===== src/rtl/risc_v_pkg.sv =====
// risc_v_pkg: shared types and default widths for the ID/EX stage slice.
//   alu_ctrl_t : ALU operation encodings driven on alu_control_e
//   fwd_sel_t  : operand forwarding mux selects
//   XLEN/REG_AW: default datapath and register-index widths
package risc_v_pkg;

  localparam int unsigned XLEN   = 32;
  localparam int unsigned REG_AW = 5;

  typedef enum logic [2:0] {
    ALU_ADD = 3'b000,
    ALU_SUB = 3'b001,
    ALU_AND = 3'b010,
    ALU_OR  = 3'b011,
    ALU_SLT = 3'b101
  } alu_ctrl_t;

  typedef enum logic [1:0] {
    FWD_REG = 2'b00,
    FWD_WB  = 2'b01,
    FWD_MEM = 2'b10
  } fwd_sel_t;

endpackage


===== src/rtl/risc_v_forward_unit.sv =====
// risc_v_forward_unit: combinational forwarding-select logic for the E stage.
// Ports:
//   rs1_e, rs2_e           in  E-stage source indices
//   rd_m, rd_w             in  MEM/WB destination indices
//   reg_write_m/_w         in  MEM/WB write enables
//   forward_a_e/_b_e       out 00 register, 01 WB, 10 MEM (MEM wins, x0 never forwarded)
module risc_v_forward_unit #(
  parameter int unsigned REG_AW = risc_v_pkg::REG_AW
) (
  input  logic [REG_AW-1:0] rs1_e,
  input  logic [REG_AW-1:0] rs2_e,
  input  logic [REG_AW-1:0] rd_m,
  input  logic [REG_AW-1:0] rd_w,
  input  logic              reg_write_m,
  input  logic              reg_write_w,
  output logic [1:0]        forward_a_e,
  output logic [1:0]        forward_b_e
);
  import risc_v_pkg::*;

  fwd_sel_t w_fwd_a;
  fwd_sel_t w_fwd_b;

  always_comb begin
    w_fwd_a = FWD_REG;
    if (reg_write_m && (rd_m != '0) && (rd_m == rs1_e))
      w_fwd_a = FWD_MEM;
    else if (reg_write_w && (rd_w != '0) && (rd_w == rs1_e))
      w_fwd_a = FWD_WB;
  end

  always_comb begin
    w_fwd_b = FWD_REG;
    if (reg_write_m && (rd_m != '0) && (rd_m == rs2_e))
      w_fwd_b = FWD_MEM;
    else if (reg_write_w && (rd_w != '0) && (rd_w == rs2_e))
      w_fwd_b = FWD_WB;
  end

  assign forward_a_e = w_fwd_a;
  assign forward_b_e = w_fwd_b;

endmodule


===== src/rtl/risc_v_id_ex_stage.sv =====
// risc_v_id_ex_stage: ID/EX pipeline register with E-stage operand forwarding.
// Register priority per clock: reset > flush_e > stall_e > load. A load with
// valid_d = 0 captures a bubble (write enables and valid cleared).
// Ports:
//   clk, reset (sync, active-high), stall_e, flush_e, valid_d
//   *_d      decoded operands/control from ID
//   *_m/*_w  forwarding sources from MEM/WB
//   src_a_e, src_b_e, write_data_e, alu_control_e to ALU/store path
//   pc_e, imm_ext_e, rs1_e, rs2_e, rd_e, reg_write_e, mem_write_e,
//   valid_e, result_src_e, forward_a_e, forward_b_e
// Optional: RISC_V_ID_EX_PERF_EN adds bubble_cnt_e/stall_cnt_e counters.
module risc_v_id_ex_stage #(
  parameter int unsigned XLEN   = risc_v_pkg::XLEN,
  parameter int unsigned REG_AW = risc_v_pkg::REG_AW
) (
  input  logic              clk,
  input  logic              reset,
  input  logic              stall_e,
  input  logic              flush_e,
  input  logic              valid_d,
  input  logic [XLEN-1:0]   rd1_d,
  input  logic [XLEN-1:0]   rd2_d,
  input  logic [XLEN-1:0]   imm_ext_d,
  input  logic [XLEN-1:0]   pc_d,
  input  logic [REG_AW-1:0] rs1_d,
  input  logic [REG_AW-1:0] rs2_d,
  input  logic [REG_AW-1:0] rd_d,
  input  logic [2:0]        alu_control_d,
  input  logic              alu_src_d,
  input  logic              reg_write_d,
  input  logic              mem_write_d,
  input  logic [1:0]        result_src_d,
  input  logic [XLEN-1:0]   alu_result_m,
  input  logic [XLEN-1:0]   result_w,
  input  logic [REG_AW-1:0] rd_m,
  input  logic [REG_AW-1:0] rd_w,
  input  logic              reg_write_m,
  input  logic              reg_write_w,
  output logic [XLEN-1:0]   src_a_e,
  output logic [XLEN-1:0]   src_b_e,
  output logic [XLEN-1:0]   write_data_e,
  output logic [2:0]        alu_control_e,
  output logic [XLEN-1:0]   pc_e,
  output logic [XLEN-1:0]   imm_ext_e,
  output logic [REG_AW-1:0] rs1_e,
  output logic [REG_AW-1:0] rs2_e,
  output logic [REG_AW-1:0] rd_e,
  output logic              reg_write_e,
  output logic              mem_write_e,
  output logic              valid_e,
  output logic [1:0]        result_src_e,
`ifdef RISC_V_ID_EX_PERF_EN
  output logic [31:0]       bubble_cnt_e,
  output logic [31:0]       stall_cnt_e,
`endif
  output logic [1:0]        forward_a_e,
  output logic [1:0]        forward_b_e
);
  import risc_v_pkg::*;

  logic [XLEN-1:0]   r_rd1;
  logic [XLEN-1:0]   r_rd2;
  logic [XLEN-1:0]   r_imm;
  logic [XLEN-1:0]   r_pc;
  logic [REG_AW-1:0] r_rs1;
  logic [REG_AW-1:0] r_rs2;
  logic [REG_AW-1:0] r_rd;
  logic [2:0]        r_alu_control;
  logic              r_alu_src;
  logic              r_reg_write;
  logic              r_mem_write;
  logic              r_valid;
  logic [1:0]        r_result_src;

  logic [1:0]        w_fwd_a;
  logic [1:0]        w_fwd_b;
  logic [XLEN-1:0]   w_src_a;
  logic [XLEN-1:0]   w_write_data;

  // Flush shares the reset path: a bubble is the all-zero register image.
  always_ff @(posedge clk) begin
    if (reset || flush_e) begin
      r_rd1         <= '0;
      r_rd2         <= '0;
      r_imm         <= '0;
      r_pc          <= '0;
      r_rs1         <= '0;
      r_rs2         <= '0;
      r_rd          <= '0;
      r_alu_control <= ALU_ADD;
      r_alu_src     <= 1'b0;
      r_reg_write   <= 1'b0;
      r_mem_write   <= 1'b0;
      r_valid       <= 1'b0;
      r_result_src  <= '0;
    end else if (!stall_e) begin
      r_rd1         <= rd1_d;
      r_rd2         <= rd2_d;
      r_imm         <= imm_ext_d;
      r_pc          <= pc_d;
      r_rs1         <= rs1_d;
      r_rs2         <= rs2_d;
      r_rd          <= rd_d;
      r_alu_control <= alu_control_d;
      r_alu_src     <= alu_src_d;
      r_reg_write   <= reg_write_d & valid_d;
      r_mem_write   <= mem_write_d & valid_d;
      r_valid       <= valid_d;
      r_result_src  <= result_src_d;
    end
  end

`ifdef RISC_V_ID_EX_PERF_EN
  logic [31:0] r_bubble_cnt;
  logic [31:0] r_stall_cnt;

  always_ff @(posedge clk) begin
    if (reset) begin
      r_bubble_cnt <= '0;
      r_stall_cnt  <= '0;
    end else begin
      if (flush_e || (!stall_e && !valid_d))
        r_bubble_cnt <= r_bubble_cnt + 32'd1;
      if (stall_e && !flush_e)
        r_stall_cnt <= r_stall_cnt + 32'd1;
    end
  end

  assign bubble_cnt_e = r_bubble_cnt;
  assign stall_cnt_e  = r_stall_cnt;
`endif

  risc_v_forward_unit #(.REG_AW(REG_AW)) u_fwd (
    .rs1_e       (r_rs1),
    .rs2_e       (r_rs2),
    .rd_m        (rd_m),
    .rd_w        (rd_w),
    .reg_write_m (reg_write_m),
    .reg_write_w (reg_write_w),
    .forward_a_e (w_fwd_a),
    .forward_b_e (w_fwd_b)
  );

  always_comb begin
    case (w_fwd_a)
      FWD_WB:  w_src_a = result_w;
      FWD_MEM: w_src_a = alu_result_m;
      default: w_src_a = r_rd1;
    endcase
  end

  always_comb begin
    case (w_fwd_b)
      FWD_WB:  w_write_data = result_w;
      FWD_MEM: w_write_data = alu_result_m;
      default: w_write_data = r_rd2;
    endcase
  end

  assign src_a_e       = w_src_a;
  assign write_data_e  = w_write_data;
  assign src_b_e       = r_alu_src ? r_imm : w_write_data;
  assign alu_control_e = r_alu_control;
  assign pc_e          = r_pc;
  assign imm_ext_e     = r_imm;
  assign rs1_e         = r_rs1;
  assign rs2_e         = r_rs2;
  assign rd_e          = r_rd;
  assign reg_write_e   = r_reg_write;
  assign mem_write_e   = r_mem_write;
  assign valid_e       = r_valid;
  assign result_src_e  = r_result_src;
  assign forward_a_e   = w_fwd_a;
  assign forward_b_e   = w_fwd_b;

endmodule


===== config.mk =====
export PLATFORM = sky130hd
export DESIGN_NAME = risc_v_id_ex_stage
export DESIGN_NICKNAME = d
export VERILOG_FILES = /design/src/rtl/risc_v_pkg.sv /design/src/rtl/risc_v_forward_unit.sv /design/src/rtl/risc_v_id_ex_stage.sv
export SDC_FILE = /design/constraint.sdc
export NUM_CORES = 1
export LEC_CHECK = 0
export BUFFER_PORTS_ARGS = -buffer_cell sky130_fd_sc_hd__clkbuf_2
export CAP_MARGIN = 20
export CORE_AREA = 2 2 161 163
export CTS_CLUSTER_SIZE = 16
export DETAILED_ROUTE_END_ITERATION = 16
export DIE_AREA = 0 0 163 165
export GPL_ROUTABILITY_DRIVEN = 1
export PLACE_DENSITY_LB_ADDON = 0.05
export SYNTH_ARGS = -nofsm -noshare
export SYNTH_HDL_FRONTEND = slang
export SYNTH_SLANG_ARGS = --single-unit

===== constraint.sdc =====
create_clock -name clk -period 2.3 [get_ports clk]
set_clock_uncertainty 0.15 [all_clocks]
set_input_delay 0.46 -clock clk [delete_from_list [all_inputs] [get_ports clk]]
set_output_delay 0.46 -clock clk [all_outputs]
set_load 0.05 [all_outputs]

* Yosys cells after proc, flatten, opt, wreduce, memory -nomap -nowiden *
Cells that the tools add are included.

cells by class
  equal/unequal tests = 8
  bitwise operators = 2
  muxes and demuxes = 7
  reductions and logical operators = 9

operators with widths
  operator              number
  $pmux W32 S2          2
  $mux W32              1
  $eq A5 B5 Y1          4
  $reduce_bool A5 Y1    2
  $logic_and A1 B1 Y1   6
  $eq A2 B1 Y1 const B  2
  $eq A2 B2 Y1 const B  2
  $mux W2               2
  $and A1 B1 Y1         2
  $mux W1               2
  $logic_or A1 B1 Y1    1

storage, ports and cells
  register bits after elaboration = 152
  output and inout bits = 187
  bits of input ports = 232
  word-level logic and storage cells = 39

* Longest topological paths before layout *
  depth after elaboration = 8
  mapped depth = 7
  depth with buffers taken out = 6

* By module *
From an unflattened synthesis, not the netlist that was laid out.

unflattened totals
  cells, all modules = 824
  area, all modules = 7380.8 µm²

by module, submodules not included
  module               cells each  area an instance (µm²)  sequential area each (µm²)  times used
  risc_v_id_ex_stage   790         7123.1                  3042.9                      1
  risc_v_forward_unit  34          257.7                   0.0                         1

* Least setup slack after synthesis *
No wires, ideal clock.

  kind = register -> output
  from = register r_rs2[3], in the netlist rs2_e[3]
  to = output port src_b_e[10]
  data arrival time = 3.072 ns
  path buffers = 1
  stages on the path, launching flop included = 8
  data required time = 1.690 ns
  path slack = -1.382 ns
  path through = dfxtp_1 xor2_1 nor3_1 nand3_2 inv_1 nor2_2 buf_2 a221oi_1

RTL lines
  element                                       RTL line                   RTL
  start, declared                               risc_v_id_ex_stage.sv:66   logic [REG_AW-1:0] r_rs2;
  start signal, assigned                        risc_v_id_ex_stage.sv:102  r_rs2 <= rs2_d;
  $eq A5 B5 Y1 (*)                              risc_v_forward_unit.sv:34  if (reg_write_m && (rd_m != '0) && (rd_m == rs2_e))
  $logic_and A1 B1 Y1 (*)                       risc_v_forward_unit.sv:34
  $mux W2 (*)                                   risc_v_forward_unit.sv:34
  net forward_b_e[1]                            risc_v_id_ex_stage.sv:57   output logic [1:0] forward_b_e
  $eq A2 B2 Y1 or $eq A2 B1 Y1 (tied branches)  risc_v_id_ex_stage.sv:153  case (w_fwd_b)
  $pmux W32 S2 (*)                              risc_v_id_ex_stage.sv:153
  $mux W32 (*)                                  risc_v_id_ex_stage.sv:162  assign src_b_e = r_alu_src ? r_imm : w_write_data;
  end, declared                                 risc_v_id_ex_stage.sv:40   output logic [XLEN-1:0] src_b_e,

The timed path passes the listed nets; every way through them passes the cells marked *.

* Worst setup path in the final report *
  from = input port rd_w[0]
  to = output port src_b_e[3]

between the ends
  longest elaborated chain between the ends = 8

ends and longest elaborated chain
  element                                       RTL line                   RTL
  start, declared                               risc_v_id_ex_stage.sv:36   input logic [REG_AW-1:0] rd_w,
  $reduce_bool A5 Y1                            risc_v_forward_unit.sv:36  else if (reg_write_w && (rd_w != '0) && (rd_w == rs2_e))
  $logic_and A1 B1 Y1                           risc_v_forward_unit.sv:36
  $logic_and A1 B1 Y1 (*)                       risc_v_forward_unit.sv:36
  $mux W1 (*)                                   risc_v_forward_unit.sv:36
  $mux W2 (*)                                   risc_v_forward_unit.sv:34
  $eq A2 B2 Y1 or $eq A2 B1 Y1 (tied branches)  risc_v_id_ex_stage.sv:153
  $pmux W32 S2 (*)                              risc_v_id_ex_stage.sv:153
  $mux W32 (*)                                  risc_v_id_ex_stage.sv:162

Every way passes the cells marked *; elsewhere a longest branch is shown, timed or not.

==> results by group <==
Run status
  • Status: finished, violations left
  • Failing checks: negative setup slack

Clock tree
  • Clock root cell: clkbuf_16
  • Clock Pin Slew Worst Setup and Hold Paths: around 0.08 ns
  • Cts bufs inserted: 17
  • Clock Latency Late Sink: between 0.4 and 0.5 ns
  • H-tree lvl count: 4
  • # clock sinks: about 150
  • CTS Hold Bufs: 0
  • CTS tree: done
  • Max Root-Sink Buffers: 2

Drt
  • Via-to-Cell Ratio: 4.69
  • Vias: 7803
  • Antenna viol nets, final: 0
  • Routed length per instance: between 15 and 20 um
  • Total wire length: a little over 30000 um
  • DRC Markers: 0
  • DR pass1 iterations: 4
  • Starting DRT DRC Count: 270

STA
  • Final setup viols: 100
  • Measured slew at the worst slew-check pin: between 0.4 and 0.5 ns
  • Max_slew headroom: 71.8%
  • Final slew viol count: 0
  • Fin Hold WS: around 0.11 ns
  • Final Hold Viols: 0
  • Peak Freq: roughly 330 MHz
  • Final worst-path cycle share: 133%
  • RSZ-0062 raised after global routing: yes
  • Setup TNS: -58.70 ns
  • Period minus WS final: just over 3 ns
  • Final worst slack: -0.759 ns

Global route
  • Largest net degree at the start of global routing: 72
  • Number of global-route vias before repair: ~8000
  • GRT Util Overall: roughly 22%
  • Total gr overflow: 0
  • Initial antenna violation count: 2
  • First-pass GRT wire length: between 40000 and 50000 um

Finish
  • Share of cells above drive strength 1: between 50% and 60%
  • Synth-to-layout area growth: 89.7%
  • Finished Layout Cells: 1662
  • Post-route cell area: between 0.01 and 0.015 mm^2
  • # diodes: 0
  • Fin nets: 1551
  • Area of the multi-input gates: 0.00565 mm^2
  • Register area: 0.00306 mm^2
  • Fillers: 2224

Place
  • Area after DPL: about 0.012 mm^2
  • Routability congestion estimate: roughly 0.84
  • Placed wire-length estimate: between 20000 and 25000 um
  • Placed Cells: about 1600
  • PortBufs: roughly 420
  • Post-Place Setup Slack: -0.835 ns

Floorplanning
  • Core Box Area: ~0.025 mm^2
  • Initial Util: between 30% and 40%
  • Die ar.: approximately 0.027 mm^2
  • I/O pin total: roughly 420
  • Die height: approximately 170 um
  • Die outline width: around 160 um
  • Rows: 58

Min path
  • HP Class: in -> reg

Critical path
  • CP max-delay cell: or4_4
  • Worst path bufs/invs: 4
  • CP max stage delay: 0.52 ns
  • WP data required: 1.69 ns
  • Worst-path maximum fanout: 12
  • Cell Chain, Critical Path: buf_6, or4_4, o21a_1, and4_4, buf_12, buf_6, mux2i_4, a221oi_4, buf_12
  • Critical Path Start Type: primary input
  • Worst endpoint data arrival time: 2.45 ns
  • Family with the most delay on the worst path: simple AND/OR/NAND/NOR gates
  • Critical path class: in -> out
  • Crit end category: primary output

Power and ir drop
  • Pleak: between 6 and 7 nW
  • Peak VDD IR: between 0.3 and 0.4 mV
  • Pwr dens: around 540 mW/mm^2

Logic synthesis
  • Warning count from the yosys run: 0
  • Synthesized netlist cell count: ~850
  • Sequential area share after synthesis: around two fifths
  • Syn avg cell area: approximately 8.9 um^2
  • Seq cells post-synth: between 150 and 200
  • Synthesized area: approximately 0.0076 mm^2
  • Yosys cell types: 26
  • Post-Syn Nets: 1084

Flow run
  • Max Cap Violations: 0
logic make-up (layout without fill, tap and decap cells):
group           count (synthesis)  in the layout  share of synthesized area (%)
buf+inv                       102            582                           6.49
flops                         152            152                           40.3
compound gates                101            101                           8.41
simple gates                  264            264                           14.3
mux                           213            213                           28.2
xor+xnor                       20             20                           2.32
layout by cell type (no fill, tap or decap), drive strengths merged:
cell type and instances:
clkbuf 351, mux2i 213, nor2 186, buf 183, dfxtp 152, inv 40, nor3 36, a21oi 33
o21ai 32, a221oi 32, nand2 32, xor2 14, clkinv 8, xnor2 6, and4 3, or4 2
a22oi 2, o21a 2, nor2b 2, nand3 1, and2 1, or2 1
layer usage:
layer	vias to the layer above	routed length (um)	global-route usage [%]
met5	-	30	0
met4	4	613	6.76
met3	36	2010	5.73
met2	257	15200	38.3
met1	3626	12700	27.0
li1	3880	-	-
cell usage after synthesis:
library cell | instances | share of area, %
clkbuf_1 | 36 | 1.8
a22oi_1 | 2 | 0.20
nand3_2 | 1 | 0.13
buf_1 | 8 | 0.40
nand2_1 | 32 | 1.6
inv_1 | 33 | 1.6
nor3_1 | 36 | 2.4
or2_2 | 1 | 0.083
xor2_1 | 14 | 1.6
and2_1 | 1 | 0.083
nor2b_1 | 2 | 0.17
a221oi_1 | 32 | 3.7
a21oi_1 | 33 | 2.2
and4_1 | 2 | 0.23
nor2_1 | 185 | 9.2
dfxtp_1 | 152 | 40
o21a_1 | 2 | 0.20
buf_2 | 17 | 1.1
xnor2_1 | 6 | 0.70
and4_2 | 1 | 0.13
mux2i_1 | 213 | 28
buf_6 | 5 | 0.75
buf_12 | 3 | 0.79
nor2_2 | 1 | 0.083
o21ai_0 | 32 | 2.1
or4_1 | 2 | 0.20
area by class of cell:
class	count	share of cell area, %
clock inverter	15	1.23
multi-input combinational	598	39.4
tap	330	2.88
timing repair buffer	517	31.3
sequential	152	21.3
inverter	33	0.882
clock buffer	17	2.97
flip-flops by register name (all words and copies together) (netlist names):
register,cells
mem_write_e,1
pc_e,32
r_rd2,32
reg_write_e,1
imm_ext_e,32
rs1_e,5
rs2_e,5
r_rd1,32
r_alu_src,1
valid_e,1
rd_e,5
result_src_e,2
alu_control_e,3
final timing paths:
check,from,endpoint,slack [ns],cells after the start
setup / recovery,rd_w[0],src_b_e[3],-0.76,9
hold / removal,pc_d[18],pc_e[18]$_SDFFE_PP0N_,0.11,3
setup reg to reg,rs2_e[3]$_SDFFE_PP0N_,rs2_e[3]$_SDFFE_PP0N_,1.24,4
hold reg to reg,pc_e[17]$_SDFFE_PP0N_,pc_e[17]$_SDFFE_PP0N_,0.35,2
timing repair:
action,CTS,global route
pin swaps,21,18
setup buffers,8,7
cloned,2,2
endpoints found under the setup margin,100,100
resized for setup,168,72
per-stage QoR:
step                power [mW]  utilization, %
finish                    7.73            57.3
global route              8.03            57.3
CTS                       7.78            55.8
detailed placement        4.73            49.9
global placement          4.72            49.9
floorplan                 3.98               -
worst register-to-register path, stage by stage (launching register included):
cell     delay (ns)
dfxtp_2        0.34
buf_4          0.13
buf_4          0.12
mux2i_1        0.15
nor2_1         0.05
power breakdown:
part           internal, mW  switching (mW)  total (mW)
logic                 0.905            1.16        2.07
registers              2.72          0.0688        2.79
clock network          1.47            1.40        2.87
total                  5.10            2.63        7.73
Power figures use the tool's default switching activity.
